File: src/rtl/seg7_scan_driver.sv
// seg7_scan_driver
// Multiplexed common-anode seven-segment driver. Scans DIGITS digits out of a
// packed hex word, with frame-synchronous double buffering, per-digit decimal
// points, optional leading-zero blanking and PWM brightness.
//
// Ports:
//   sys_clock   system clock
//   reset       asynchronous active-high reset
//   enable      1 = display on; 0 = dark (counters and loads keep running)
//   load        one-cycle strobe capturing value/dp_in/blank_lz into shadow
//   value       packed hex digits, digit 0 (rightmost) in value[3:0]
//   dp_in       decimal point request per digit
//   blank_lz    leading-zero blanking request, captured on load
//   brightness  PWM duty select, all-ones = always on
//   an_out      active-low anodes, bit k = digit k
//   sg_out      active-low segments {dp,g,f,e,d,c,b,a}
//   frame_tick  one-cycle pulse in the first cycle of each frame
//   pending     a load sits in shadow and is not yet on display
module seg7_scan_driver #(
    parameter int DIGITS   = 4,
    parameter int SCAN_DIV = 100000,
    parameter int PWM_BITS = 4
) (
    input  logic                  sys_clock,
    input  logic                  reset,
    input  logic                  enable,
    input  logic                  load,
    input  logic [4*DIGITS-1:0]   value,
    input  logic [DIGITS-1:0]     dp_in,
    input  logic                  blank_lz,
    input  logic [PWM_BITS-1:0]   brightness,
    output logic [DIGITS-1:0]     an_out,
    output logic [7:0]            sg_out,
    output logic                  frame_tick,
    output logic                  pending
);

    localparam int PRESC_W = (SCAN_DIV > 1) ? $clog2(SCAN_DIV) : 1;
    localparam int IDX_W   = (DIGITS > 1) ? $clog2(DIGITS) : 1;

    // Segment pattern {dp,g..a}, active low, dp off.
    function automatic logic [7:0] hex_to_seg(input logic [3:0] nib);
        logic [7:0] s;
        case (nib)
            4'h0: s = 8'hC0;
            4'h1: s = 8'hF9;
            4'h2: s = 8'hA4;
            4'h3: s = 8'hB0;
            4'h4: s = 8'h99;
            4'h5: s = 8'h92;
            4'h6: s = 8'h82;
            4'h7: s = 8'hF8;
            4'h8: s = 8'h80;
            4'h9: s = 8'h90;
            4'hA: s = 8'h88;
            4'hB: s = 8'h83;
            4'hC: s = 8'hC6;
            4'hD: s = 8'hA1;
            4'hE: s = 8'h86;
            default: s = 8'h8E;
        endcase
        return s;
    endfunction

    logic [PRESC_W-1:0]   presc_q, presc_d;
    logic [IDX_W-1:0]     idx_q, idx_d;
    logic [PWM_BITS-1:0]  pwm_q, pwm_d;
    logic [4*DIGITS-1:0]  shadow_val_q, shadow_val_d, active_val_q, active_val_d;
    logic [DIGITS-1:0]    shadow_dp_q, shadow_dp_d, active_dp_q, active_dp_d;
    logic                 shadow_blank_q, shadow_blank_d, active_blank_q, active_blank_d;
    logic                 pending_q, pending_d;
    logic                 frame_tick_q, frame_tick_d;
    logic [DIGITS-1:0]    an_q, an_d;
    logic [7:0]           sg_q, sg_d;

    logic                 presc_last;
    logic                 boundary;

    // zero_from[k] = nibbles DIGITS-1..k of the active value are all zero.
    logic [3:0]           nib [DIGITS];
    logic [DIGITS-1:0]    zero_from;

    for (genvar gi = 0; gi < DIGITS; gi++) begin : g_nib
        assign nib[gi] = active_val_q[4*gi +: 4];
        if (gi == DIGITS - 1) begin : g_top
            assign zero_from[gi] = (nib[gi] == 4'h0);
        end else begin : g_rest
            assign zero_from[gi] = (nib[gi] == 4'h0) && zero_from[gi+1];
        end
    end

    assign presc_last = (presc_q == PRESC_W'(SCAN_DIV - 1));
    assign boundary   = presc_last && (idx_q == IDX_W'(DIGITS - 1));

    // Counters and buffering.
    always_comb begin
        presc_d        = presc_last ? '0 : presc_q + PRESC_W'(1);
        idx_d          = idx_q;
        pwm_d          = pwm_q + PWM_BITS'(1);
        shadow_val_d   = shadow_val_q;
        shadow_dp_d    = shadow_dp_q;
        shadow_blank_d = shadow_blank_q;
        active_val_d   = active_val_q;
        active_dp_d    = active_dp_q;
        active_blank_d = active_blank_q;
        pending_d      = pending_q;
        frame_tick_d   = boundary;

        if (presc_last) begin
            idx_d = (idx_q == IDX_W'(DIGITS - 1)) ? '0 : idx_q + IDX_W'(1);
        end
        // The active copy always takes the pre-edge shadow, so a load on the
        // boundary edge lands in shadow for the following frame.
        if (boundary) begin
            active_val_d   = shadow_val_q;
            active_dp_d    = shadow_dp_q;
            active_blank_d = shadow_blank_q;
            pending_d      = 1'b0;
        end
        if (load) begin
            shadow_val_d   = value;
            shadow_dp_d    = dp_in;
            shadow_blank_d = blank_lz;
            pending_d      = 1'b1;
        end
    end

    // Output decode for the digit currently being scanned.
    always_comb begin
        logic [3:0] cur_nib;
        logic       cur_dp;
        logic       cur_blank;
        logic       lit;
        logic [7:0] seg;

        cur_nib   = nib[idx_q];
        cur_dp    = active_dp_q[idx_q];
        cur_blank = active_blank_q && (idx_q != '0) && zero_from[idx_q];
        seg       = cur_blank ? 8'hFF : hex_to_seg(cur_nib);
        seg[7]    = ~cur_dp;
        // A blank digit without a dp has nothing to show, so its anode stays off.
        lit       = enable && (pwm_q <= brightness) && !(cur_blank && !cur_dp);
        an_d      = lit ? ~(DIGITS'(1) << idx_q) : '1;
        sg_d      = lit ? seg : 8'hFF;
    end

    always_ff @(posedge sys_clock or posedge reset) begin
        if (reset) begin
            presc_q        <= '0;
            idx_q          <= '0;
            pwm_q          <= '0;
            shadow_val_q   <= '0;
            shadow_dp_q    <= '0;
            shadow_blank_q <= 1'b0;
            active_val_q   <= '0;
            active_dp_q    <= '0;
            active_blank_q <= 1'b0;
            pending_q      <= 1'b0;
            frame_tick_q   <= 1'b0;
            an_q           <= '1;
            sg_q           <= 8'hFF;
        end else begin
            presc_q        <= presc_d;
            idx_q          <= idx_d;
            pwm_q          <= pwm_d;
            shadow_val_q   <= shadow_val_d;
            shadow_dp_q    <= shadow_dp_d;
            shadow_blank_q <= shadow_blank_d;
            active_val_q   <= active_val_d;
            active_dp_q    <= active_dp_d;
            active_blank_q <= active_blank_d;
            pending_q      <= pending_d;
            frame_tick_q   <= frame_tick_d;
            an_q           <= an_d;
            sg_q           <= sg_d;
        end
    end

    assign an_out     = an_q;
    assign sg_out     = sg_q;
    assign frame_tick = frame_tick_q;
    assign pending    = pending_q;

endmodule

File: config.mk
export PLATFORM = sky130hd
export DESIGN_NAME = seg7_scan_driver
export DESIGN_NICKNAME = d
export VERILOG_FILES = /design/src/rtl/seg7_scan_driver.sv
export SDC_FILE = /design/constraint.sdc
export NUM_CORES = 1
export LEC_CHECK = 0
export ABC_AREA = 1
export BUFFER_PORTS_ARGS = -buffer_cell sky130_fd_sc_hd__buf_4
export CORE_UTILIZATION = 40
export DETAILED_ROUTE_END_ITERATION = 7
export PLACE_DENSITY = 0.56
export SLEW_MARGIN = 40
export SYNTH_ARGS = -nofsm -noshare
export SYNTH_HDL_FRONTEND = slang
export SYNTH_SLANG_ARGS = --single-unit
File: constraint.sdc
create_clock -name sys_clock -period 3.8 [get_ports sys_clock]
set_input_delay 0.19 -clock sys_clock [delete_from_list [all_inputs] [get_ports sys_clock]]
set_output_delay 0.19 -clock sys_clock [all_outputs]
set_load 0.005 [all_outputs]
==> Yosys cells after proc, flatten, opt, wreduce, memory -nomap -nowiden <==
Memories as Yosys holds them, arrays and structs flattened.
Index checks and enable logic that the tools add are counted.
{ "classes": {"n_addsub": 3, "reduce_logical": 17, "magnitude_cmp": 3, "bitwise": 3, "mux": 14, "shifts": 1, "eq_ne": 2} }
{ "op_table": {"columns": ["cell", "n"], "rows": [
  ["17-bit by 1-bit adder with 17-bit output, second input constant", 1],
  ["17-bit == test, second input constant", 1],
  ["17-bit 2-to-1 mux", 1],
  ["4-bit logical NOT", 4],
  ["4-bit 2-to-1 mux", 3],
  ["1-bit logical AND", 9],
  ["4-bit binary-select mux with 2-bit select", 1],
  ["8-bit 2-to-1 mux", 1],
  ["7-bit 2-to-1 mux", 1],
  ["4-bit by 1-bit adder with 4-bit output, second input constant", 1],
  ["1-bit binary-select mux with 2-bit select", 2],
  ["4-bit <= comparator", 1],
  ["1-bit 2-to-1 mux", 4],
  ["4-bit inverter", 1],
  ["2-bit nonzero test", 2],
  ["1-bit by 2-bit left shift with 4-bit output, first input constant", 1],
  ["3-bit >= comparator, second input constant", 1],
  ["2-bit by 3-bit < comparator with 1-bit output, second input constant", 1],
  ["2-bit inverter with 3-bit output", 1],
  ["2-bit by 1-bit adder with 2-bit output, second input constant", 1],
  ["2-bit == test, second input constant", 1],
  ["1-bit logical NOT", 2],
  ["2-bit 2-to-1 mux", 1],
  ["1-bit inverter", 1]
]} }
{ "word_totals": {"mem_bits_ro": 112, "register_bits": 79, "memories": 1, "wordCells": 57, "in_bits": 29} }
{ "memory_table": {"columns": ["memory", "words", "width", "rd", "rd_ports_with_merged_regs", "write_ports", "line", "text"], "rows": [
  ["(no name shown)", 16, 7, 1, 0, 0, "44", "case (nib)"]
]} }

==> Depth between registers and ports, before layout <==
{ "depth": {"ltp_word": 11, "depth_mapped": 14, "mapped_depth_nobuf": 12} }

==> Worst setup path after synthesis <==
OpenSTA, ideal clock, no wires.
{ "synth_path": {"kind": "flip-flop to flip-flop", "startpoint": "reg idx_q[0]", "endpoint": "reg sg_q[3] (netlist: sg_out[3])", "slack_ps": 2102, "arrival_time_ps": 1608, "path_buffers": 2, "t_required_ps": 3710, "path_stages_with_launch": 15, "period_less_slack_ps": 1698, "setup_time_ps": 90, "path_cell_list": "dfrtp_1 clkbuf_2 inv_1 buf_4 nand2_1 nand3_1 nand2_1 inv_1 ha_1 nand3_1 nand2_1 nand2_1 nand2_1 inv_1 nand2_1"} }
{ "synth_via": {"elab_chain_len": 7, "word_cells_on_any_way": 18, "cone_classes": "mux: 9; bitwise: 1; reduce/logical: 7; memory: 1"} }
{ "synth_rtl": {"columns": ["element", "line", "text"], "rows": [
  ["from (decl)", "66", "logic [IDX_W-1:0] idx_q, idx_d;"],
  ["from (signal assigned)", "164", "idx_q <= idx_d;"],
  ["2-bit inverter with 3-bit output (implied by the code), or another cell as far along", "136", "cur_nib = nib[idx_q];"],
  ["4-bit binary-select mux with 2-bit select, or another cell as far along", "136", null],
  ["4-bit 2-to-1 mux (implied by the code), or another cell as far along", "136", null],
  ["4-bit 2-to-1 mux (implied by the code) / 1-bit logical AND (equally long branches)", "136, 142", null],
  ["memory read 16 x 7 bit / 1-bit logical NOT (equally long branches)", null, null],
  ["7-bit 2-to-1 mux / 1-bit logical AND (equally long branches)", "139, 142", null],
  ["8-bit 2-to-1 mux (*)", "144", "sg_d = lit ? seg : 8'hFF;"],
  ["via sg_d[3]", "74", "logic [7:0] sg_q, sg_d;"],
  ["to (signal assigned)", "175", "sg_q <= sg_d;"],
  ["to (decl)", "74", null]
]} }
The timed path passes the listed nets; every way through them passes the cells marked *. The select of a mux whose other input is x is not followed.
A chain may end at the register's enable or synchronous reset.

==> Worst setup path in the final report <==
{ "layout_path": {"startpoint": "reg idx_q[0]", "endpoint": "reg sg_q[5] (netlist: sg_out[5])"} }
The elaborated chain is that of the path after synthesis.

==> impl_metrics.toml <==
[die]
dieArea_sq_mm = 0.0103
start_util_pct = 42.1
core_sq_mm = 0.00942
die_y_um = 102
rows = 35
die-width_um = 102
io_pins = 43

[clock_network]
cts_tree = "built"
cts_sinks = 79
htreeDepth = 3
cts_buffers = 9
clk_pin_slew_worst_paths_ps = 90
clk_latency_ps = 360
clockBufferDepth = 2
cts.root.buffer_cell = "clkbuf_8"

[place]
place.gp.congestion = 0.893
io_buffers = 42
dp_hpwl_mm = 5.87
placement.cell_area_sq_mm = 0.00436
pre_cts_ws_ps = 1510

[sta]
fin_skew_ps = 14.3
fmax_ghz = 0.432
rsz0062_at_grt = "false"
maxSlewHeadroom_pct = 53.7
slew_violations = 0
hold_ws_ps = 21.6
hold_violations = 0
final.period_utilization_pct = 61.0
fin_setup_tns_ps = 0
worst_slack_ps = 1480
tightest_slew_ps = 693
period_minus_slack_ps = 2320
finalSetupViolCount = 0

[yosys]
synth_warnings = 0
syn_inst = 492
synth-seq-area-share_pct = 50.3
synthesis.nets = 537
ys_types = 28
ys_ff_latch = 79
syn-cell-area_sq_mm = 0.00396
synth.avg_cell_area_sq_um = 8.05

[worst_setup_path]
path_max_fanout = 18
critPathRequiredTime_ps = 4060
arrival_ps = 2580
cp-end-kind = "register"
reg2reg_from = "idx_q[0]"
worstSetupStartpoint = "idx_q[0]"
start_kind = "register"
path_class = "reg -> reg"

[power]
irDropWorstVdd_mv = 0.167
power.density_mw_per_mm2 = 341
p_leak_nw = 2.42

[detailed_routing]
vias_per_cell = 4.62
first_pass_iters = 4
drtIter0Drc = 132
drc = 0
postRouteAntennaNets = 0
routedWlPerCell_um = 12.1
num_vias = 3081
wirelength_mm = 8.07

[layout]
layout_common_cells = "nand2_1, dfrtp_1, inv_1"
layout_commonest_cell = "nand2_1"
final_nets = 578
post-route-util_pct = 48.3
diodes = 0
drive_above_1_share_pct = 16.2
syn2layout_area_growth_pct = 14.7
final_area_sq_mm = 0.00455

[hold_path]
min_path_type = "in -> reg"
hold_start = "dp_in[0]"

[grt]
grt-ovfl-total = 0
antenna_found_initial = 0
first_global_vias = 2914
grt_max_degree = 35
track_usage_pct = 17.4
grt_pass1_wl_mm = 13.9

[flow_run]
cap_violations = 0

[status]
status = "completed"
[cells by family after synthesis]
kind of cell               after synthesis  share of synthesized area [%]
and+or+nand+nor                        279                           29.1
xor gates and xnor gates                11                           2.43
buffers and inverters                   68                           7.51
AOI/OAI and AO/OA                       39                           5.65
DFF                                     79                           50.3
adders and majority gates               16                           5.05
[where the power goes]
group	leakage, nW	total, W	switching (W)	internal (W)
combinational	1.34	0.0000835	0.0000460	0.0000374
sequential	1.00	0.000882	0.0000136	0.000868
clock	0.0826	0.000586	0.000326	0.000260
[layer usage]
metal,routed length (um),GRT usage [%]
met2,3610,26.7
met3,331,4.14
met5,0,0
met1,4020,23.7
met4,111,6.69
[cell type report]
| class | instances | area, sq um |
|---|---|---|
| Inverter | 53 | 199 |
| Multi-Input combinational cell | 345 | 1670 |
| Fill cell | 942 | 4870 |
| Clock buffer | 11 | 141 |
| Sequential cell | 79 | 1990 |
| Clock inverter | 5 | 40.0 |
| Tap cell | 129 | 161 |
| Timing Repair Buffer | 45 | 340 |
[final timing paths]
kind	end	slack, ps	cells past startpoint
worst max-delay path	sg_out[5]	1480	10
worst min-delay path	shadow_dp_q[0]	20	3
worst max register to register	sg_out[5]	1480	10
worst min register to register	shadow_val_q[12]	480	2
max in group asynchronous	active_val_q[13]	2680	4
min in group asynchronous	shadow_val_q[1]	360	3
[cell usage after synthesis]
| master | n | area share [%] |
|---|---|---|
| buf_2 | 3 | 0.38 |
| o21ai_0 | 24 | 3.0 |
| ha_1 | 16 | 5.1 |
| inv_1 | 52 | 4.9 |
| nand3b_1 | 1 | 0.19 |
| inv_2 | 1 | 0.095 |
| o211ai_1 | 1 | 0.19 |
| buf_4 | 1 | 0.19 |
| nor2_8 | 1 | 0.51 |
| a21oi_1 | 7 | 0.88 |
| o21ai_2 | 7 | 1.5 |
| nand2_1 | 195 | 18 |
| xnor2_1 | 3 | 0.66 |
| nand2_2 | 5 | 0.79 |
| nor2_4 | 1 | 0.28 |
| buf_8 | 1 | 0.38 |
| dfrtp_1 | 67 | 42 |
| buf_6 | 3 | 0.85 |
| clkbuf_1 | 5 | 0.47 |
| nor2_1 | 31 | 2.9 |
| and2_1 | 1 | 0.16 |
| dfstp_2 | 12 | 8.0 |
| nand4_1 | 6 | 0.95 |
| nand3_1 | 33 | 4.2 |
| xor2_1 | 8 | 1.8 |
| clkbuf_2 | 1 | 0.13 |
| nor3_1 | 5 | 0.63 |
| buf_1 | 1 | 0.095 |
[through the flow]
stage | std cells | power, W
4_1_cts | 667 | 0.00157
3_5_place_dp | 650 | 0.000984
2_1_floorplan | 492 | 0.000936
6_report | 667 | 0.00155
3_3_place_gp | 650 | 0.000981
5_1_grt | 667 | 0.00162
[flip-flops by register name, indices dropped and copies added (netlist names)]
name and cells:
pwm_q 4, an_out 4, idx_q 2, pending 1, shadow_dp_q 4, active_dp_q 4
shadow_blank_q 1, sg_out 8, active_val_q 16, presc_q 17, shadow_val_q 16, frame_tick 1
active_blank_q 1
[worst max-delay path, stage by stage (launching register included)]
cell	delay, ps
dfrtp_1	700
inv_1	350
nand2_1	130
nand3_1	80
nand2_1	200
inv_1	120
ha_1	230
nand3_1	130
nand2_1	80
a21oi_1	130
nand2_1	70
[repair_timing]
action                                 in CTS  in global routing
endpoints found under the hold margin      15                  0
gates resized for setup                     0                  0
hold buffers                                1                  0
buffers inserted                            0                  0
(Power assumes the default switching activity.)
